## src/rtl/alu_issue_stage.sv

```systemverilog
// ALU issue stage: request FIFO feeding an external combinational ALU, with a registered result slot.
// Optional sticky overflow/carry flags are built when ALU_ISSUE_STICKY_FLAGS_EN is defined.
module alu_issue_stage #(
    parameter int DEPTH = 4
) (
    input  logic                       clk,
    input  logic                       rst,
    input  logic                       in_valid,
    output logic                       in_ready,
    input  logic [31:0]                in_a,
    input  logic [31:0]                in_b,
    input  logic [4:0]                 in_opcode,
    output logic [31:0]                alu_a,
    output logic [31:0]                alu_b,
    output logic [4:0]                 alu_opcode,
    input  logic [31:0]                alu_result,
    input  logic                       alu_zero,
    input  logic                       alu_negative,
    input  logic                       alu_carry_out,
    input  logic                       alu_overflow,
    output logic                       out_valid,
    input  logic                       out_ready,
    output logic [31:0]                out_result,
    output logic [3:0]                 out_flags,
    output logic [$clog2(DEPTH):0]     occupancy,
    input  logic                       flags_clr,
    output logic                       sticky_ovf,
    output logic                       sticky_carry
);

    localparam int AW = $clog2(DEPTH);
    localparam int CW = AW + 1;
    localparam logic [CW-1:0] CNT_ONE  = CW'(1'b1);
    localparam logic [CW-1:0] CNT_FULL = CW'(DEPTH);
    localparam logic [AW-1:0] PTR_ONE  = AW'(1'b1);

    logic [31:0]   mem_a_r  [DEPTH];
    logic [31:0]   mem_b_r  [DEPTH];
    logic [4:0]    mem_op_r [DEPTH];
    logic [AW-1:0] wr_ptr_r;
    logic [AW-1:0] rd_ptr_r;
    logic [CW-1:0] count_r;
    logic          out_valid_r;
    logic [31:0]   out_result_r;
    logic [3:0]    out_flags_r;
    logic          push_s;
    logic          load_s;
    logic          not_empty_s;

    // in_ready looks only at registered occupancy, so a same-cycle pop never frees a slot early
    assign in_ready    = (count_r < CNT_FULL);
    assign not_empty_s = (count_r != '0);
    assign push_s      = in_valid && in_ready;
    assign load_s      = not_empty_s && (!out_valid_r || out_ready);

    assign occupancy  = count_r;
    assign out_valid  = out_valid_r;
    assign out_result = out_result_r;
    assign out_flags  = out_flags_r;

    // Present FIFO head to the ALU, or zeros when empty
    always_comb begin
        alu_a      = 32'h0000_0000;
        alu_b      = 32'h0000_0000;
        alu_opcode = 5'd0;
        if (not_empty_s) begin
            alu_a      = mem_a_r[rd_ptr_r];
            alu_b      = mem_b_r[rd_ptr_r];
            alu_opcode = mem_op_r[rd_ptr_r];
        end else begin
            alu_a      = 32'h0000_0000;
            alu_b      = 32'h0000_0000;
            alu_opcode = 5'd0;
        end
    end

    // FIFO storage; contents are don't-care until pointed at, so no reset needed
    always_ff @(posedge clk) begin
        if (push_s) begin
            mem_a_r[wr_ptr_r]  <= in_a;
            mem_b_r[wr_ptr_r]  <= in_b;
            mem_op_r[wr_ptr_r] <= in_opcode;
        end
    end

    // FIFO pointers, occupancy and the result register
    always_ff @(posedge clk) begin
        if (rst) begin
            wr_ptr_r     <= '0;
            rd_ptr_r     <= '0;
            count_r      <= '0;
            out_valid_r  <= 1'b0;
            out_result_r <= 32'h0000_0000;
            out_flags_r  <= 4'b0000;
        end else begin
            if (push_s) begin
                wr_ptr_r <= wr_ptr_r + PTR_ONE;
            end
            if (load_s) begin
                rd_ptr_r     <= rd_ptr_r + PTR_ONE;
                out_valid_r  <= 1'b1;
                out_result_r <= alu_result;
                out_flags_r  <= {alu_overflow, alu_carry_out, alu_negative, alu_zero};
            end else if (out_ready) begin
                out_valid_r <= 1'b0;
            end
            case ({push_s, load_s})
                2'b10:   count_r <= count_r + CNT_ONE;
                2'b01:   count_r <= count_r - CNT_ONE;
                default: count_r <= count_r;
            endcase
        end
    end

`ifdef ALU_ISSUE_STICKY_FLAGS_EN
    logic sticky_ovf_r;
    logic sticky_carry_r;

    // Accumulate loaded flags; a clear on the same edge as a load keeps only the new flags
    always_ff @(posedge clk) begin
        if (rst) begin
            sticky_ovf_r   <= 1'b0;
            sticky_carry_r <= 1'b0;
        end else if (load_s) begin
            sticky_ovf_r   <= alu_overflow  | (sticky_ovf_r   & ~flags_clr);
            sticky_carry_r <= alu_carry_out | (sticky_carry_r & ~flags_clr);
        end else if (flags_clr) begin
            sticky_ovf_r   <= 1'b0;
            sticky_carry_r <= 1'b0;
        end
    end

    assign sticky_ovf   = sticky_ovf_r;
    assign sticky_carry = sticky_carry_r;
`else
    logic unused_flags_clr_s;
    assign unused_flags_clr_s = flags_clr;
    assign sticky_ovf         = 1'b0;
    assign sticky_carry       = 1'b0;
`endif

endmodule

```

## config.mk

```make
export PLATFORM = sky130hd
export DESIGN_NAME = alu_issue_stage
export DESIGN_NICKNAME = d
export VERILOG_FILES = /design/src/rtl/alu_issue_stage.sv
export SDC_FILE = /design/constraint.sdc
export NUM_CORES = 1
export LEC_CHECK = 0
export CAP_MARGIN = 25
export CORE_UTILIZATION = 32
export DETAILED_ROUTE_END_ITERATION = 10
export HOLD_SLACK_MARGIN = 0.06
export PLACE_DENSITY_LB_ADDON = 0.2
export SETUP_SLACK_MARGIN = 0.05
export SKIP_CTS_REPAIR_TIMING = 1
export SKIP_LAST_GASP = 1
export SLEW_MARGIN = 20
export SYNTH_ARGS = -nofsm -noshare
export SYNTH_HDL_FRONTEND = slang
export SYNTH_SLANG_ARGS = --single-unit
```

## constraint.sdc

```tcl
create_clock -name clk -period 3.5 [get_ports clk]
set_input_delay 0.7 -clock clk [delete_from_list [all_inputs] [get_ports clk]]
set_output_delay 0.7 -clock clk [all_outputs]
set_load 0.1 [all_outputs]
```

---- Word-level counts from Yosys, hierarchy flattened ----
Memories as Yosys holds them, arrays and structs flattened. A register that Yosys moved wholly into a read port is not among the register bits.
Cells that the tools add are included.
word-level totals
  bits in registers ....................... 44
  bits in latches ......................... 0
  RAM bits ................................ 276
  memory bits (read-only) ................. 0
  word-level logic and storage cells ...... 37
  memories ................................ 3
cells by class
  add/sub/neg operators ................... 4
  multiply operators ...................... 0
  div/mod/pow operators ................... 0
  $lt $le $gt $ge ......................... 1
  equal/unequal tests ..................... 2
  shift operators ......................... 0
  mux-type cells .......................... 14
  bitwise operators ....................... 0
  reduce and logical (&&, ||, !) cells .... 7
memory list
  name      depth  bits a word  read ports  clocked after Yosys merged registers in  write ports  line  text
  mem_a_r   4      32           1           1                                        1            37    logic [31:0] mem_a_r [DEPTH];
  mem_b_r   4      32           1           1                                        1            38    logic [31:0] mem_b_r [DEPTH];
  mem_op_r  4      5            1           1                                        1            39    logic [4:0] mem_op_r [DEPTH];
operators by type and width
  cell                 count
  $mux 32              2
  $mux 2               6
  $pmux 3 s2           1
  $mux 5               1
  $add 2x1->2 const B  2
  $mux 1               4
  $reduce_bool 2->1    2
  $add 3x1->3 const B  1
  $lt 3x3->1 const B   1
  $reduce_bool 3->1    1
  $sub 3x1->3 const B  1
  $eq 2x1->1 const B   1
  $eq 2x2->1 const B   1
  $logic_and 1x1->1    2
  $logic_not 1->1      1
  $logic_or 1x1->1     1

---- Longest topological paths before layout ----
Gate-level depths: netlist (run 1).
  depth in word-level cells ............... 5
  depth in mapped cells ................... 9
  mapped depth without buffers ............ 8

---- Worst setup path after synthesis (run 1) ----
No wires, ideal clock.
  kind .................................... reg2out
  from .................................... register count_r[2], in the netlist occupancy[2]
  to ...................................... output port alu_a[10]
  arrival ................................. 2.911 ns
  required time ........................... 2.800 ns
  slack ................................... -0.111 ns
  cell stages (with the launch flop) ...... 5
  cells stage by stage .................... dfxtp_1 nor3_4 buf_6 clkbuf_1 nor2b_1
on the way
  longest elaborated chain between the ends .. 2
RTL lines
  item                    line  text
  start, declared         42    logic [CW-1:0] count_r;
  start signal, assigned  108   2'b10: count_r <= count_r + CNT_ONE;
  start signal, assigned  109   2'b01: count_r <= count_r - CNT_ONE;
  start signal, assigned  110   default: count_r <= count_r;
  $reduce_bool 3->1       52    assign not_empty_s = (count_r != '0);
  $mux 32                 66    if (not_empty_s) begin
  end, declared           13    output logic [31:0] alu_a,
Every way passes these cells.

==> summary.md, run 1 <==
| Metric | Value |
|---|---|
| Most common cell after layout, fill and taps aside | `edfxtp_1` |
| Area growth, synth to finish | `32.0%` |
| Antenna violations before repair | `1` |
| Mapped cell area | `12400 µm²` |
| Setup CP Type | `flip-flop to primary output` |
| Clk sink count | `322` |
| Routed wl met3 | `2370 µm` |
| Pre-CTS setup slack | `0.666 ns` |
| Synth Area per Inst | `18.8 µm²` |
| Slew headroom | `0.317` |
| Chip Width | `199 µm` |
| Warnings, synthesis | `0` |
| H-tree Lvls | `2` |
| Vias | `6600` |
| Worst-path clk slew | `0.06 ns` |
| Minimum clock period | `2.96 ns` |
| Top sig layer | `met4` |
| Pins over their slew limit | `0` |
| Outcome | `finished, final reports clean` |
| WL/cell | `18.5 µm` |
| Setup violators final | `0` |
| RSZ-0062 raised after global routing | `no` |
| R2R Path End | `occupancy[2]` |
| R2R setup slack | `1.34 ns` |
| Ports | `222` |
| First-pass GRT wire length | `39800 µm` |
| Worst Path Max Fanout | `49` |
| Nets | `1002` |
| Synth Register Bits | `322` |
| Hold path cells | `2` |
| CP Data Arrival Time | `2.26 ns` |
| Hpwl dp | `15000 µm` |
| M1 WL | `11100 µm` |
| Die Footprint | `39500 µm²` |
| Metal2 WL | `12400 µm` |
| Input/output buffers | `218` |
| Synth top area cells | `edfxtp_1, mux4_2, dfxtp_1` |
| Clock skew | `0.0225 ns` |
| CTS tree | `done` |
| Hold Path Sink | `out_result[11]` |
| Proportion of layout cells with a drive suffix above 1 | `0.259` |
| Most frequent cells in the layout | `edfxtp_1, clkdlybuf4s50_1, mux4_2, buf_4, nor2b_1` |
| Post-synthesis sequential area ratio | `0.744` |
| WP data required | `2.80 ns` |
| CTS Buffer Depth | `3` |
| Number of global-route vias before repair | `6731` |
| Worst Hold Launch | `out_result[11]` |
| Critical Path Sink Type | `primary output` |
| Largest net degree at the start of global routing | `70` |
| DRC viols | `0` |
| Library cells used by synthesis | `28` |
| Top cell type's share of synthesized area | `0.669` |
| 1st-pass router iterations | `4` |
| Die height | `199 µm` |
| Fmax | `338 MHz` |
| Final Hold Vio Count | `0` |
| Row cnt | `71` |
| RR Startpoint | `occupancy[2]` |
| Initial cell density of the core | `0.327` |
| GP Congestion | `0.663` |
| Clock root buffer | `clkbuf_16` |
| Initial DRC count | `257` |
| Worst-Skew Late Latency | `0.53 ns` |
| Ratio of final minimum period to clock period | `0.844` |
| Leading area contributor after synthesis | `edfxtp_1` |
| Congestion Overflow GR | `0` |
| Drt total wl | `26400 µm` |
| Maxcap violations | `0` |
| TritonCTS Buffers | `36` |
| GRT Total Usage | `0.134` |
| Antenna-violating nets left | `0` |
| Worst Hold Class | `flip-flop to flip-flop` |
| Mapped Cells | `660` |
| Worst reg-to-reg path cell count | `8` |
| N_diodes | `0` |
| Via density per instance | `4.64` |
| Slew @ Worst Pin | `1.02 ns` |
| Worst setup margin | `0.545 ns` |
| Core Region | `37800 µm²` |
| Crit start category | `flip-flop` |
[per-layer routing]
metal | GRT usage | up-vias
met1 | 0.171 | 3329
li1 | - | 3031
met4 | 0.0387 | 0
met5 | 0 | -
met2 | 0.213 | 200
met3 | 0.0509 | 40
[cell usage after synthesis, drive strengths merged]
| cell | n |
|---|---|
| xnor2 | 1 |
| mux2i | 1 |
| inv | 7 |
| and2 | 4 |
| fa | 1 |
| mux4 | 69 |
| nand3b | 36 |
| buf | 19 |
| mux2 | 3 |
| a21oi | 39 |
| nor3b | 1 |
| nand2b | 1 |
| conb | 1 |
| ha | 5 |
| and2b | 4 |
| or3 | 1 |
| nor3 | 1 |
| xor2 | 2 |
| clkbuf | 28 |
| o21ai | 37 |
| edfxtp | 276 |
| nor2b | 69 |
| nor2 | 8 |
| dfxtp | 46 |
[critical path, stage by stage, from the launching register on]
cell and delay (ns):
dfxtp_4 0.35, buf_12 0.33, mux4_2 0.56, nor2b_1 0.16, buf_4 0.26
[worst max-delay path by stage]
stage,from,endpoint,slack (ns),cells after the start
after global routing,flip-flop,alu_b[18],0.40,4
final,flip-flop,alu_b[18],0.54,4
after CTS,flip-flop,alu_a[16],0.46,4
after global placement,out_ready,occupancy[2],0.69,9
after floorplan,occupancy[2],alu_a[10],-0.11,4
after detailed placement,out_ready,occupancy[2],0.67,9
[cell families (layout without fill, tap and decap cells)]
| family | Yosys count | in the layout | synth area share |
|---|---|---|---|
| flip-flops | 322 | 322 | 0.744 |
| multiplexers | 73 | 73 | 0.129 |
| other | 1 | 2 | 0.000303 |
| AND/OR/NAND/NOR | 125 | 125 | 0.0665 |
| XOR/XNOR | 3 | 3 | 0.00212 |
| AO/OA/AOI/OAI | 76 | 76 | 0.0307 |
| buffers and inverters | 54 | 305 | 0.0211 |
| adder cells (fa/ha/maj) | 6 | 6 | 0.00667 |
[cell type report]
| class | instances | area (µm²) |
|---|---|---|
| Sequential cell | 322 | 9220 |
| Fill cell | 3395 | 21500 |
| Multi-Input combinational cell | 285 | 2980 |
| Inverter | 7 | 26.3 |
| Clock buffer | 47 | 942 |
| Tap cell | 511 | 639 |
| Clock inverter | 17 | 151 |
| Timing Repair Buffer | 234 | 2390 |
[sequential cells by signal (all words and copies together), names as in the netlist, named ones only]
register,flops
mem_a_r,128
mem_b_r,128
out_result,32
mem_op_r,20
out_flags,4
occupancy,3
rd_ptr_r,2
wr_ptr_r,2
out_valid,1
[through the flow]
step	hold slack (ns)	util	area, µm²	cells	setup TNS (ns)
6_report	0.473	0.432	16300	1423	0
5_1_grt	0.501	0.432	16300	1423	0
4_1_cts	0.474	0.432	16300	1423	0
3_5_place_dp	0.466	0.403	15300	1359	0
3_3_place_gp	0.461	0.403	15300	1359	0
2_1_floorplan	0.514	-	12400	661	-4.93
Power of run 1 is not shown: default switching activity piles up to over one toggle a cycle in this logic, so the estimate is an artifact.
==> inputs of run 2 (changes only) <==
clock period = 2.85 ns   (was 3.5 ns; I/O delays follow)
==> run 2 against run 1 <==
Effect of this change: largest cell class unchanged; flip-flop and latch count is the same; setup slack worse by 0.40 ns; highest routed layer unchanged; cell area increased by 7.1%; count of clock-buffer cells in the layout is 5 higher; critical path depth up 1; global-route usage is 0.35 points higher; sequential share of layout area down 3.7 points; via count increased by 0.89%.
==> summary.md, run 2 (synthesized netlist as in run 1, its figures left out) <==
| Metric | Value |
|---|---|
| Most frequent cells in the layout | `edfxtp_1, clkdlybuf4s50_1, buf_12, mux4_2, buf_4` |
| Worst Path Max Fanout | `15` |
| Minimum clock period | `2.71 ns` |
| CTS tree | `done` |
| H-tree Lvls | `2` |
| Proportion of layout cells with a drive suffix above 1 | `0.368` |
| R2R setup slack | `0.83 ns` |
| Setup violators final | `0` |
| N_diodes | `0` |
| Worst-path clk slew | `0.06 ns` |
| Input/output buffers | `218` |
| Crit start category | `flip-flop` |
| Slew @ Worst Pin | `0.550 ns` |
| Die height | `199 µm` |
| Fmax | `369 MHz` |
| Critical Path Sink Type | `primary output` |
| WL/cell | `18.9 µm` |
| Congestion Overflow GR | `0` |
| Area growth, synth to finish | `41.4%` |
| Ratio of final minimum period to clock period | `0.950` |
| CTS Buffer Depth | `3` |
| Outcome | `finished, final reports clean` |
| Vias | `6659` |
| Core Region | `37800 µm²` |
| Nets | `1018` |
| GP Congestion | `0.673` |
| Placed cell areas | `16300 µm²` |
| Maxcap violations | `0` |
| Chip Width | `199 µm` |
| RSZ-0062 raised after global routing | `no` |
| Clk sink count | `322` |
| Ports | `222` |
| Non-Filler Cell Area, Final | `17500 µm²` |
| GRT Total Usage | `0.138` |
| Pins over their slew limit | `0` |
| Clock skew | `0.0153 ns` |
| Setup CP Type | `flip-flop to primary output` |
| Via density per instance | `4.62` |
| Number of global-route vias before repair | `6941` |
| Slew headroom | `0.632` |
| Initial cell density of the core | `0.327` |
| DRC viols | `0` |
| Most common cell after layout, fill and taps aside | `edfxtp_1` |
| Worst-Skew Late Latency | `0.53 ns` |
| Clock root buffer | `clkbuf_16` |
| First-pass GRT wire length | `40500 µm` |
| Die Footprint | `39500 µm²` |
| Largest net degree at the start of global routing | `68` |
| Antenna violations before repair | `2` |
| Hpwl dp | `16500 µm` |
| WP data required | `2.28 ns` |
| Final Hold Vio Count | `0` |
| Worst Hold Class | `flip-flop to flip-flop` |
| TritonCTS Buffers | `37` |
| Antenna-violating nets left | `0` |
| Row cnt | `71` |
| Initial DRC count | `325` |
| CP Data Arrival Time | `2.14 ns` |
| Drt total wl | `27200 µm` |
| 1st-pass router iterations | `4` |
run 2: worst paths after layout:
check / from / cells past startpoint / endpoint
worst max-delay path: flip-flop / 5 / alu_b[31]
worst min-delay path: out_result[31] / 2 / out_result[31]
worst max register to register: occupancy[2] / 8 / occupancy[2]
worst min register to register: out_result[31] / 2 / out_result[31]
run 2: stage by stage:
stage | hold slack (ns) | setup slack (ns) | util | TNS [ns] | std cells
6_report | 0.475 | 0.142 | 0.463 | 0 | 1440
5_1_grt | 0.494 | 0.0586 | 0.463 | 0 | 1440
4_1_cts | 0.477 | -0.0925 | 0.461 | -2.09 | 1436
3_5_place_dp | 0.469 | 0.180 | 0.430 | 0 | 1370
3_3_place_gp | 0.461 | 0.174 | 0.430 | 0 | 1370
2_1_floorplan | 0.514 | 0.110 | - | 0 | 661
run 2: area by class of cell:
class,count,area [µm²]
Multi-Input combinational cell,285,3210
Inverter,7,26.3
Sequential cell,322,9220
Clock buffer,52,1030
Tap cell,511,639
Timing Repair Buffer,249,3230
Fill cell,3315,20300
Clock inverter,14,155
run 2: critical path, stage by stage (launching register included):
cell and delay [ns]:
dfxtp_4 0.37, buf_12 0.15, buf_12 0.19, mux4_2 0.51, nor2b_2 0.19, buf_12 0.19
run 2: routing by layer:
layer,up-vias,GRT usage,wire [µm]
met5,-,0,0
met4,0,0.0538,665
met3,51,0.0392,1910
met2,188,0.220,12900
met1,3354,0.178,11800
li1,3066,-,-
Power of run 2 is left out for the same reason.
